File: config.mk
export PLATFORM = sky130hd
export DESIGN_NAME = vga_sprite_loader
export DESIGN_NICKNAME = d
export VERILOG_FILES = /design/src/rtl/vga_loader_pkg.sv /design/src/rtl/vga_sprite_loader.sv
export SDC_FILE = /design/constraint.sdc
export NUM_CORES = 1
export LEC_CHECK = 0
export BUFFER_PORTS_ARGS = -buffer_cell sky130_fd_sc_hd__buf_2
export CORE_UTILIZATION = 45
export CTS_BUF_LIST = sky130_fd_sc_hd__clkbuf_8
export CTS_CLUSTER_DIAMETER = 80
export CTS_CLUSTER_SIZE = 24
export DETAILED_ROUTE_END_ITERATION = 10
export PLACE_DENSITY_LB_ADDON = 0.1
export SLEW_MARGIN = 20
export SYNTH_ARGS = -nofsm -noshare
export SYNTH_HDL_FRONTEND = slang
export SYNTH_SLANG_ARGS = --single-unit
File: constraint.sdc
create_clock -name clk -period 4 [get_ports clk]
set_input_delay 1.2 -clock clk [delete_from_list [all_inputs] [get_ports clk]]
set_output_delay 1.2 -clock clk [all_outputs]
set_load 0.03 [all_outputs]
File: src/rtl/vga_loader_pkg.sv
// Shared types and constants for the sprite RAM loader.
package vga_loader_pkg;

  typedef enum logic [2:0] {
    IDLE,
    WAIT_VB,
    FETCH,
    WRITE,
    CTRL,
    DONE
  } state_e;

  localparam logic [13:0] CTRL_REG_ADDR = 14'h2003;
  localparam int          PIX_PER_WORD  = 16;
  localparam int          PIX_BITS      = 2;

endpackage

File: src/rtl/vga_sprite_loader.sv
// Sprite RAM loader: pulls 32-bit words from a valid/ready source, unpacks
// 2-bit pixels into consecutive slot writes, optionally waits for vertical
// blanking first and optionally finishes with a sprite control write.
module vga_sprite_loader
  import vga_loader_pkg::*;
#(
  parameter int ADDR_WIDTH = 10,
  parameter int V_ACTIVE   = 480
) (
  input  logic                  clk,
  input  logic                  reset_n,
  input  logic                  start,
  input  logic [ADDR_WIDTH-1:0] base_addr,
  input  logic [ADDR_WIDTH:0]   pix_count,
  input  logic                  vsync_wait,
  input  logic                  ctrl_en,
  input  logic [4:0]            ctrl_val,
  input  logic [10:0]           y,
  input  logic [31:0]           s_data,
  input  logic                  s_valid,
  output logic                  s_ready,
  output logic                  cs,
  output logic                  write,
  output logic [13:0]           addr,
  output logic [31:0]           wr_data,
  output logic                  busy,
  output logic                  done
);

  localparam logic [10:0]           V_ACT    = 11'(V_ACTIVE);
  localparam logic [ADDR_WIDTH-1:0] PTR_ONE  = ADDR_WIDTH'(1);
  localparam logic [ADDR_WIDTH:0]   REM_ONE  = (ADDR_WIDTH + 1)'(1);
  localparam logic [3:0]            LANE_END = 4'(PIX_PER_WORD - 1);

  state_e                  state_q, state_d;
  logic [ADDR_WIDTH-1:0]   ptr_q, ptr_d;
  logic [ADDR_WIDTH:0]     rem_q, rem_d;
  logic [31:0]             shreg_q, shreg_d;
  logic [3:0]              lane_q, lane_d;
  logic                    ctrl_en_q, ctrl_en_d;
  logic [4:0]              ctrl_val_q, ctrl_val_d;

  // State register.
  always_ff @(posedge clk or negedge reset_n) begin
    if (!reset_n) state_q <= IDLE;
    else          state_q <= state_d;
  end

  // Pointer, remaining count, unpacker and latched control config.
  always_ff @(posedge clk or negedge reset_n) begin
    if (!reset_n) begin
      ptr_q      <= '0;
      rem_q      <= '0;
      shreg_q    <= '0;
      lane_q     <= '0;
      ctrl_en_q  <= 1'b0;
      ctrl_val_q <= '0;
    end else begin
      ptr_q      <= ptr_d;
      rem_q      <= rem_d;
      shreg_q    <= shreg_d;
      lane_q     <= lane_d;
      ctrl_en_q  <= ctrl_en_d;
      ctrl_val_q <= ctrl_val_d;
    end
  end

  // Next-state and datapath updates; all slot outputs decode from registers
  // only, so s_valid never reaches cs combinationally.
  always_comb begin
    state_d    = state_q;
    ptr_d      = ptr_q;
    rem_d      = rem_q;
    shreg_d    = shreg_q;
    lane_d     = lane_q;
    ctrl_en_d  = ctrl_en_q;
    ctrl_val_d = ctrl_val_q;
    s_ready    = 1'b0;
    cs         = 1'b0;
    write      = 1'b0;
    addr       = '0;
    wr_data    = '0;
    busy       = (state_q != IDLE) && (state_q != DONE);
    done       = (state_q == DONE);

    unique case (state_q)
      IDLE: begin
        if (start) begin
          ptr_d      = base_addr;
          rem_d      = pix_count;
          ctrl_en_d  = ctrl_en;
          ctrl_val_d = ctrl_val;
          if (pix_count == '0) state_d = ctrl_en ? CTRL : DONE;
          else if (vsync_wait) state_d = WAIT_VB;
          else                 state_d = FETCH;
        end
      end
      WAIT_VB: begin
        if (y >= V_ACT) state_d = FETCH;
      end
      FETCH: begin
        s_ready = 1'b1;
        if (s_valid) begin
          shreg_d = s_data;
          lane_d  = '0;
          state_d = WRITE;
        end
      end
      WRITE: begin
        cs      = 1'b1;
        write   = 1'b1;
        addr    = {{(14 - ADDR_WIDTH){1'b0}}, ptr_q};
        wr_data = {{(32 - PIX_BITS){1'b0}}, shreg_q[PIX_BITS-1:0]};
        shreg_d = shreg_q >> PIX_BITS;
        ptr_d   = ptr_q + PTR_ONE;
        rem_d   = rem_q - REM_ONE;
        lane_d  = lane_q + 4'd1;
        // Leftover pixels of a partial final word are simply dropped.
        if (rem_q == REM_ONE)       state_d = ctrl_en_q ? CTRL : DONE;
        else if (lane_q == LANE_END) state_d = FETCH;
      end
      CTRL: begin
        cs      = 1'b1;
        write   = 1'b1;
        addr    = CTRL_REG_ADDR;
        wr_data = {27'b0, ctrl_val_q};
        state_d = DONE;
      end
      DONE: begin
        state_d = IDLE;
      end
      default: state_d = IDLE;
    endcase
  end

endmodule

Word level (Yosys, flattened, before mapping)
Cells that the tools add are included.
Widths: inputs -> output; s select.
{"block": "classes", "n_shift": 0, "reduce_logical": 11, "n_eq_ne": 12, "n_lt_le_gt_ge": 1, "n_mul": 0, "mux": 22, "bitwise_logic": 0, "n_addsub": 3, "n_div": 0}
{"op": "$pmux 32 s2", "count": 1}
{"op": "$mux 32", "count": 1}
{"op": "$pmux 14 s2", "count": 1}
{"op": "$pmux 11 s2", "count": 1}
{"op": "$pmux 10 s2", "count": 1}
{"op": "$mux 3", "count": 6}
{"op": "$pmux 3 s5", "count": 1}
{"op": "$eq 11x1->1 const B", "count": 1}
{"op": "$ge 11x9->1 const B", "count": 1}
{"op": "$logic_not 11->1", "count": 1}
{"op": "$mux 11", "count": 1}
{"op": "$sub 11x1->11 const B", "count": 1}
{"op": "$add 10x1->10 const B", "count": 1}
{"op": "$mux 10", "count": 1}
{"op": "$pmux 5 s2", "count": 1}
{"op": "$pmux 4 s2", "count": 1}
{"op": "$eq 3x2->1 const B", "count": 2}
{"op": "$eq 3x3->1 const B", "count": 2}
{"op": "$ne 2x2->1 const B", "count": 3}
{"op": "$ne 3x3->1 const B", "count": 2}
{"op": "$reduce_and 2->1", "count": 3}
{"op": "$add 4x1->4 const B", "count": 1}
{"op": "$eq 4x4->1 const B", "count": 1}
{"op": "$mux 1", "count": 4}
{"op": "other kinds (9)", "count": 10}
{"block": "word_totals", "ramBits": 0, "rom_bits": 0, "out_inout_bits": 51, "regBits": 66, "mem_count": 0, "latchBits": 0, "inputBits": 75}

Longest topological paths before layout
Gate-level depths: netlist of run 1.
{"block": "logic_depth", "depth_word": 4, "ltp_mapped": 7}

Least setup slack after synthesis of run 1
OpenSTA, ideal clock, no wires.
{"block": "synth_path", "path_type": "flip-flop to output port", "start": "reg state_q[1]", "end": "out wr_data[0]", "stages_incl_launch_ff": 6, "n_path_buf": 1, "slack_ns": 1.246, "arrival_time_ns": 1.554, "path_cell_list": "dfrtp_1 -> buf_2 -> nor2_1 -> nand2_1 -> inv_1 -> a22o_1"}
{"block": "synth_between", "elab_chain_len": 2, "word_cells_on_any_way": 3}
{"element": "start: declaration", "line": "vga_sprite_loader.sv:35", "source": "state_e state_q, state_d;"}
{"element": "start signal: assignment", "line": "vga_sprite_loader.sv:46", "source": "else state_q <= state_d;"}
{"element": "$eq 3x3->1 / $eq 3x2->1 (equally long branches)", "line": "vga_sprite_loader.sv:86", "source": "unique case (state_q)"}
{"element": "$pmux 5 s2 *", "line": "vga_sprite_loader.sv:86"}
{"element": "end: declaration", "line": "vga_sprite_loader.sv:25", "source": "output logic [31:0] wr_data,"}
Mark *: on every way between the ends. The rest lies on a longest branch, timed or not.

Final worst setup path of run 1
{"block": "layout_path", "start": "reg state_q[1]", "end": "out wr_data[1]"}
Same word-level chain as after synthesis.

==> results.md, run 1 <==
- Worst slew margin: 0.433
- Post-route setup TNS: 0 ns
- Residual DRC: 0
- Worst Setup Path Type: reg -> out
- Root Buffer: clkbuf_8
- CP Max Fanout: 13
- Final Cycle Share: 0.789
- Crit path DAT: ~2 ns
- Critical Path Sink Type: output pin
- GRT Overall Usage: 0.205
- Fillcell total: around 820
- Number of flops mapped to enable cells by yosys: 0
- WP data required: around 2.8 ns
- CTS H-Tree Depth: 3
- Top-area cell type share of the netlist area: 0.436
- WL final: ~8600 um
- Iter 0 DRT Violations: around 150
- Synth async-reset ratio: 1.00
- DPL Wire Length: around 5800 um
- Area leader, netlist: dfrtp_1
- Postcts setup bufs: 0
- Vias in the first global route: roughly 2900
- Area after DPL: roughly 4200 um^2
- Max VDD drop: 0.291 mV
- CTS tree: done
- Finished Layout Cells: ~600
- Final Hold Fails: 0
- Nets: roughly 570
- Worst-path clk slew: ~0.080 ns
- Initial Util: 0.463
- Synth top area cells: dfrtp_1, nand2_1, buf_4, mux2i_1, o22ai_1
- Distinct cells, synth: just under 60
- Post-DR vias/cell: 5.28
- Outcome: finished, final reports clean
- Worst hold path class: reg -> reg
- RSZ-0062 raised after global routing: no
- Synth Flop Type: dfrtp_1
- Clk pwr share: 0.176
- Reg power frac: 0.371
- Min cycle time layout: 3.15 ns
- P_leak: about 2.1 nW
- MaxCap Viol Count: 0
- Core footprint: about 8000 um^2
- Worst skew pair latency: about 0.35 ns
- Row cnt: 33
- Most frequent cells in the layout: buf_2, dfrtp_1, nand2_1, o21ai_0, conb_1
- Chip width: approximately 94 um
- TritonCTS Buffers: 9
- HP Start: ctrl_val_q[3]$_DFFE_PN0P_
- # diodes: 0
- First-pass GRT wire length: between 10000 and 15000 um
- Avg WL per Cell: about 14 um
- Final Max Slew Viols: 0
- Mapped Area: ~3800 um^2
- CP top delay family: simple AND/OR/NAND/NOR gates
- Top routing layer in use: met4
- Clock Sinks: between 60 and 70
- Initial antenna violation count: 0
- # IOs: between 100 and 150
- Met1 WL: approximately 4000 um
- Seq/Total Area, Yosys: 0.436
- Slowest CP cell: dfrtp_1
- Grt ovf: 0
- Met2 routed WL: ~4000 um
- Final instance area: approximately 4400 um^2
- Chip Height: 93.8 um
- Cell Int Power: ~1.9 mW
- Crit start category: register
- Sw power: roughly 1.5 mW
- Mean post-synth cell area: 9.11 um^2
- Gate Count Post-Synth: around 420
- Worst setup startpoint: state_q[1]$_DFFE_PN0P_
- Setup violators final: 0
- R2R Path Start: state_q[1]$_DFFE_PN0P_
- Placer congestion estimate: between 0.8 and 0.9
- Commonest non-fill, non-tap cell in the layout: buf_2
- Drt pass-1 iters: 4
- Post-CTS sizing: 0
- Bufs and invs on worst path: 2
- Pin count of the biggest net entering global routing: between 60 and 70
- Design Power: 3.36 mW
- P per Cell Area: approximately 770 nW/um^2
- Placed insts: approximately 600
- Clock Skews: roughly 0.017 ns
- # hold bufs at CTS: 0
- Synth warn: 0
- PortBufs: 90
- Die ar.: between 8000 and 9000 um^2
- Longest Clk Path Bufs: 2
- Switching part of the total: 0.444
- Synthesized flop and latch total: 66
- Slew @ Worst Pin: between 0.8 and 0.9 ns
- Logic pwr share: 0.453
- Layout cells sized above 1: 0.257
- Metal3 WL: 384 um
- Area Growth Syn to Fin: 15.8%
- Slowest cell delay on critical path: about 0.56 ns
- CP cell instances: nor2_1, nand2_1, inv_1, a22o_1, buf_2
- Via count: ~3200
- Max Freq: about 320 MHz
- Post-DRT Antenna Nets: 0
## power groups by stage
stage / Clock [mW] / Sequential (mW) / Combinational [mW]
floorplan: 0 / 1.17 / 1.27
global placement: 0 / 1.25 / 1.50
detailed placement: 0 / 1.26 / 1.54
CTS: 0.609 / 1.25 / 1.54
global route: 0.638 / 1.29 / 1.71
finish: 0.590 / 1.25 / 1.52
## cells by family (layout without fill, tap and decap cells)
group	Yosys count	after routing	synth area share
DFF	66	66	0.436
AOI/OAI and AO/OA	116	116	0.200
xor gates and xnor gates	2	2	0.00462
muxes	19	19	0.0502
adders and majority gates	4	4	0.0132
other	1	30	0.000990
buffers and inverters	69	122	0.102
and+or+nand+nor	139	139	0.193
## through the flow
step                      hold slack [ns]  utilization  setup WS [ns]
after floorplan                     0.437            -           1.25
after global placement              0.452        0.512           1.19
after detailed placement            0.455        0.512           1.21
after CTS                           0.475        0.537          0.824
after global routing                0.490        0.537          0.734
final                               0.470        0.537          0.846
## registers in the layout, summed over array words and instances, names as in the netlist
| register | flops |
|---|---|
| ptr_q | 10 |
| state_q | 3 |
| lane_q | 4 |
| ctrl_val_q | 5 |
| shreg_q | 32 |
| ctrl_en_q | 1 |
| rem_q | 11 |
## Yosys cell counts, drive strengths merged (2+ instances only)
library cell,n
a221o,3
buf,42
nand4,6
or3,2
or4b,2
nand3,5
o22ai,26
o221a,2
nand2,65
o211ai,3
and3,8
or2,2
mux2i,19
a22o,3
and2,7
a211o,2
a311oi,4
clkbuf,18
nor2b,2
o31ai,2
a21oi,20
a211oi,7
dfrtp,66
inv,9
nor2,17
o311ai,4
nor3,10
ha,4
nor4,4
o21ai,32
## worst register-to-register path, delay by kind of cell (launching register included)
family / cells / cell delay, ns
AO/OA/AOI/OAI: 2 / 0.34
flip-flops: 1 / 0.66
AND/OR/NAND/NOR: 2 / 0.65
buffers and inverters: 1 / 0.47
## worst paths after layout
path	end	slack, ns	cells after the start
min in group asynchronous	ptr_q[8]$_DFFE_PN0P_	1.03	2
max in group asynchronous	ctrl_en_q$_DFFE_PN0P_	2.40	2
worst min-delay path	ctrl_val_q[3]$_DFFE_PN0P_	0.47	2
worst max register to register	ptr_q[7]$_DFFE_PN0P_	1.77	5
worst min register to register	ctrl_val_q[3]$_DFFE_PN0P_	0.47	2
worst max-delay path	wr_data[1]	0.85	5
## layout make-up
| type | instances | area (um^2) | area share |
|---|---|---|---|
| well taps | 105 | 131 | 0.0299 |
| clock inverters | 7 | 81.3 | 0.0185 |
| clock buffers | 9 | 124 | 0.0282 |
| inverters | 9 | 33.8 | 0.00770 |
| repair buffers | 97 | 503 | 0.115 |
| flip-flops and latches | 66 | 1650 | 0.376 |
| multi-input cells | 310 | 1860 | 0.425 |
## metal layers
metal / up-vias / track usage
met2: 74 / 0.333
met5: - / 0
met1: 1504 / 0.279
met3: 7 / 0.0485
li1: 1600 / -
met4: 0 / 0.0385
Note: power is estimated with default switching activity, not from simulation.
==> inputs of run 2 (changes only) <==
==> constraint.sdc (replaced) <==
create_clock -name clk -period 2.6 [get_ports clk]
set_input_delay 0.78 -clock clk [delete_from_list [all_inputs] [get_ports clk]]
set_output_delay 0.78 -clock clk [all_outputs]
set_load 0.03 [all_outputs]
==> results.md, run 2 (synthesized netlist as in run 1, its figures left out) <==
- Crit path DAT: 1.66 ns
- Worst hold path class: in -> async
- Worst reg2reg setup slack: 0.62 ns
- Design Power: 5.28 mW
- Worst skew pair latency: 0.34 ns
- Clock Skews: 0.00599 ns
- CTS tree: done
- Largest register FFs: 32
- Min cycle time layout: approximately 2.4 ns
- CTS H-Tree Depth: 3
- Area Growth Syn to Fin: 17.7%
- Row cnt: 33
- # IOs: approximately 130
- Slew @ Worst Pin: 0.547 ns
- Crit start category: register
- PortBufs: 90
- CP cell instances: buf_4, or2b_2, nor2_1, buf_2
- DPL Wire Length: between 5000 and 6000 um
- Initial antenna violation count: 0
- Area after DPL: around 4200 um^2
- Post-DR vias/cell: 5.27
- Grt ovf: 0
- # hold bufs at CTS: 0
- CP Max Fanout: 9
- Register bank with the most flops: shreg_q
- Max VDD drop: about 0.45 mV
- Via count: 3203
- Clock Sinks: 66
- RSZ-0062 raised after global routing: no
- Core footprint: 8180 um^2
- Slowest CP cell: dfrtp_1
- Pin count of the biggest net entering global routing: 67
- Util after Layout: 0.545
- Chip Height: roughly 94 um
- Commonest non-fill, non-tap cell in the layout: buf_2
- Nets: slightly below 600
- TritonCTS Buffers: 9
- Placer congestion estimate: 0.796
- First-pass GRT wire length: 14400 um
- MaxCap Viol Count: 0
- Top Registers: shreg_q x32, rem_q x11, ptr_q x10
- Critical R2R Capture: state_q[0]$_DFFE_PN0P_
- Most frequent cells in the layout: buf_2, dfrtp_1, nand2_1, o21ai_0, conb_1
- Vias in the first global route: 3063
- Final Hold Slack: roughly 0.45 ns
- Critical Path Sink Type: output pin
- Avg WL per Cell: between 10 and 15 um
- GRT Overall Usage: 0.208
- WL final: 8660 um
- # diodes: 0
- Residual DRC: 0
- P_leak: around 2.1 nW
- Worst slew margin: 0.632
- Final Hold Fails: 0
- P per Cell Area: 1180 nW/um^2
- R2R depth: 6
- Outcome: finished, final reports clean
- Chip width: between 90 and 100 um
- Fillcell total: around 800
- Post-route setup TNS: 0 ns
- WP data required: about 1.8 ns
- Worst-path clk slew: around 0.08 ns
- Max Freq: 409 MHz
- Die ar.: around 8800 um^2
- Worst Setup Path Type: reg -> out
- R2R Path Start: rem_q[1]$_DFFE_PN0P_
- Longest Clk Path Bufs: 2
- Root Buffer: clkbuf_8
- Iter 0 DRT Violations: 127
- Setup violators final: 0
- Initial Util: 0.463
- Final instance area: 4460 um^2
- Slowest cell delay on critical path: roughly 0.45 ns
- Layout cells sized above 1: 0.264
- Post-DRT Antenna Nets: 0
- Final Max Slew Viols: 0
- Drt pass-1 iters: 4
- Final Cycle Share: 0.940
==> run 2: cell types whose count changed in the layout (fill, tap and decap cells not counted) <==
cell and change:
bufinv_16 +1, buf_12 +1, and3b_2 -1, clkinvlp_4 +1, and3b_4 +1, clkinv_4 +1, buf_4 +5, inv_6 -4
==> run 2: critical path: cells and delay by family (launching register included) <==
family	cells	cell delay, ns
AND/OR/NAND/NOR	2	0.47
flip-flops	1	0.45
buffers and inverters	2	0.41
==> run 2: report_power, final <==
part	switching [mW]	internal [mW]	total [mW]
registers	0.376	1.52	1.90
clock network	0.414	0.538	0.951
logic	1.47	0.956	2.43
==> run 2: stage by stage <==
stage / setup WS [ns] / instances
finish: 0.156 / 608
global placement: 0.484 / 593
global route: 0.0463 / 608
CTS: 0.0809 / 608
detailed placement: 0.458 / 593
floorplan: 0.266 / 445
==> run 2: final cells by class <==
cell class                 instances  area, um^2  area share
tap                              105         131      0.0295
clock inverter                     6        92.6      0.0208
timing repair buffer             103         561       0.126
clock buffer                       9         124      0.0278
inverter                           9        33.8     0.00758
multi-input combinational        310        1870       0.418
sequential                        66        1650       0.370
==> run 2: worst max-delay path by stage <==
stage	start	to	slack, ns	cells after the start
floorplan	state_q[1]$_DFFE_PN0P_	wr_data[0]	0.27	5
CTS	state_q[1]$_DFFE_PN0P_	addr[0]	0.08	4
global route	state_q[1]$_DFFE_PN0P_	s_ready	0.05	4
global placement	state_q[1]$_DFFE_PN0P_	addr[0]	0.48	4
finish	state_q[1]$_DFFE_PN0P_	s_ready	0.16	4
detailed placement	state_q[1]$_DFFE_PN0P_	addr[0]	0.46	4
==> run 2: layer usage <==
| metal | wire length [um] | share of wire | track usage | up-vias |
|---|---|---|---|---|
| met2 | 4240 | 0.49 | 0.347 | 70 |
| met1 | 3980 | 0.46 | 0.270 | 1511 |
| met4 | 76 | 0.0088 | 0.0551 | 0 |
| li1 | - | - | - | 1616 |
| met5 | 0 | 0 | 0 | - |
| met3 | 358 | 0.041 | 0.0510 | 6 |
==> run 2: what timing repair did <==
item,CTS,global route
setup buffers,0,0
gates resized for setup,0,1
setup endpoints to repair,0,1
hold endpoints to repair,0,0
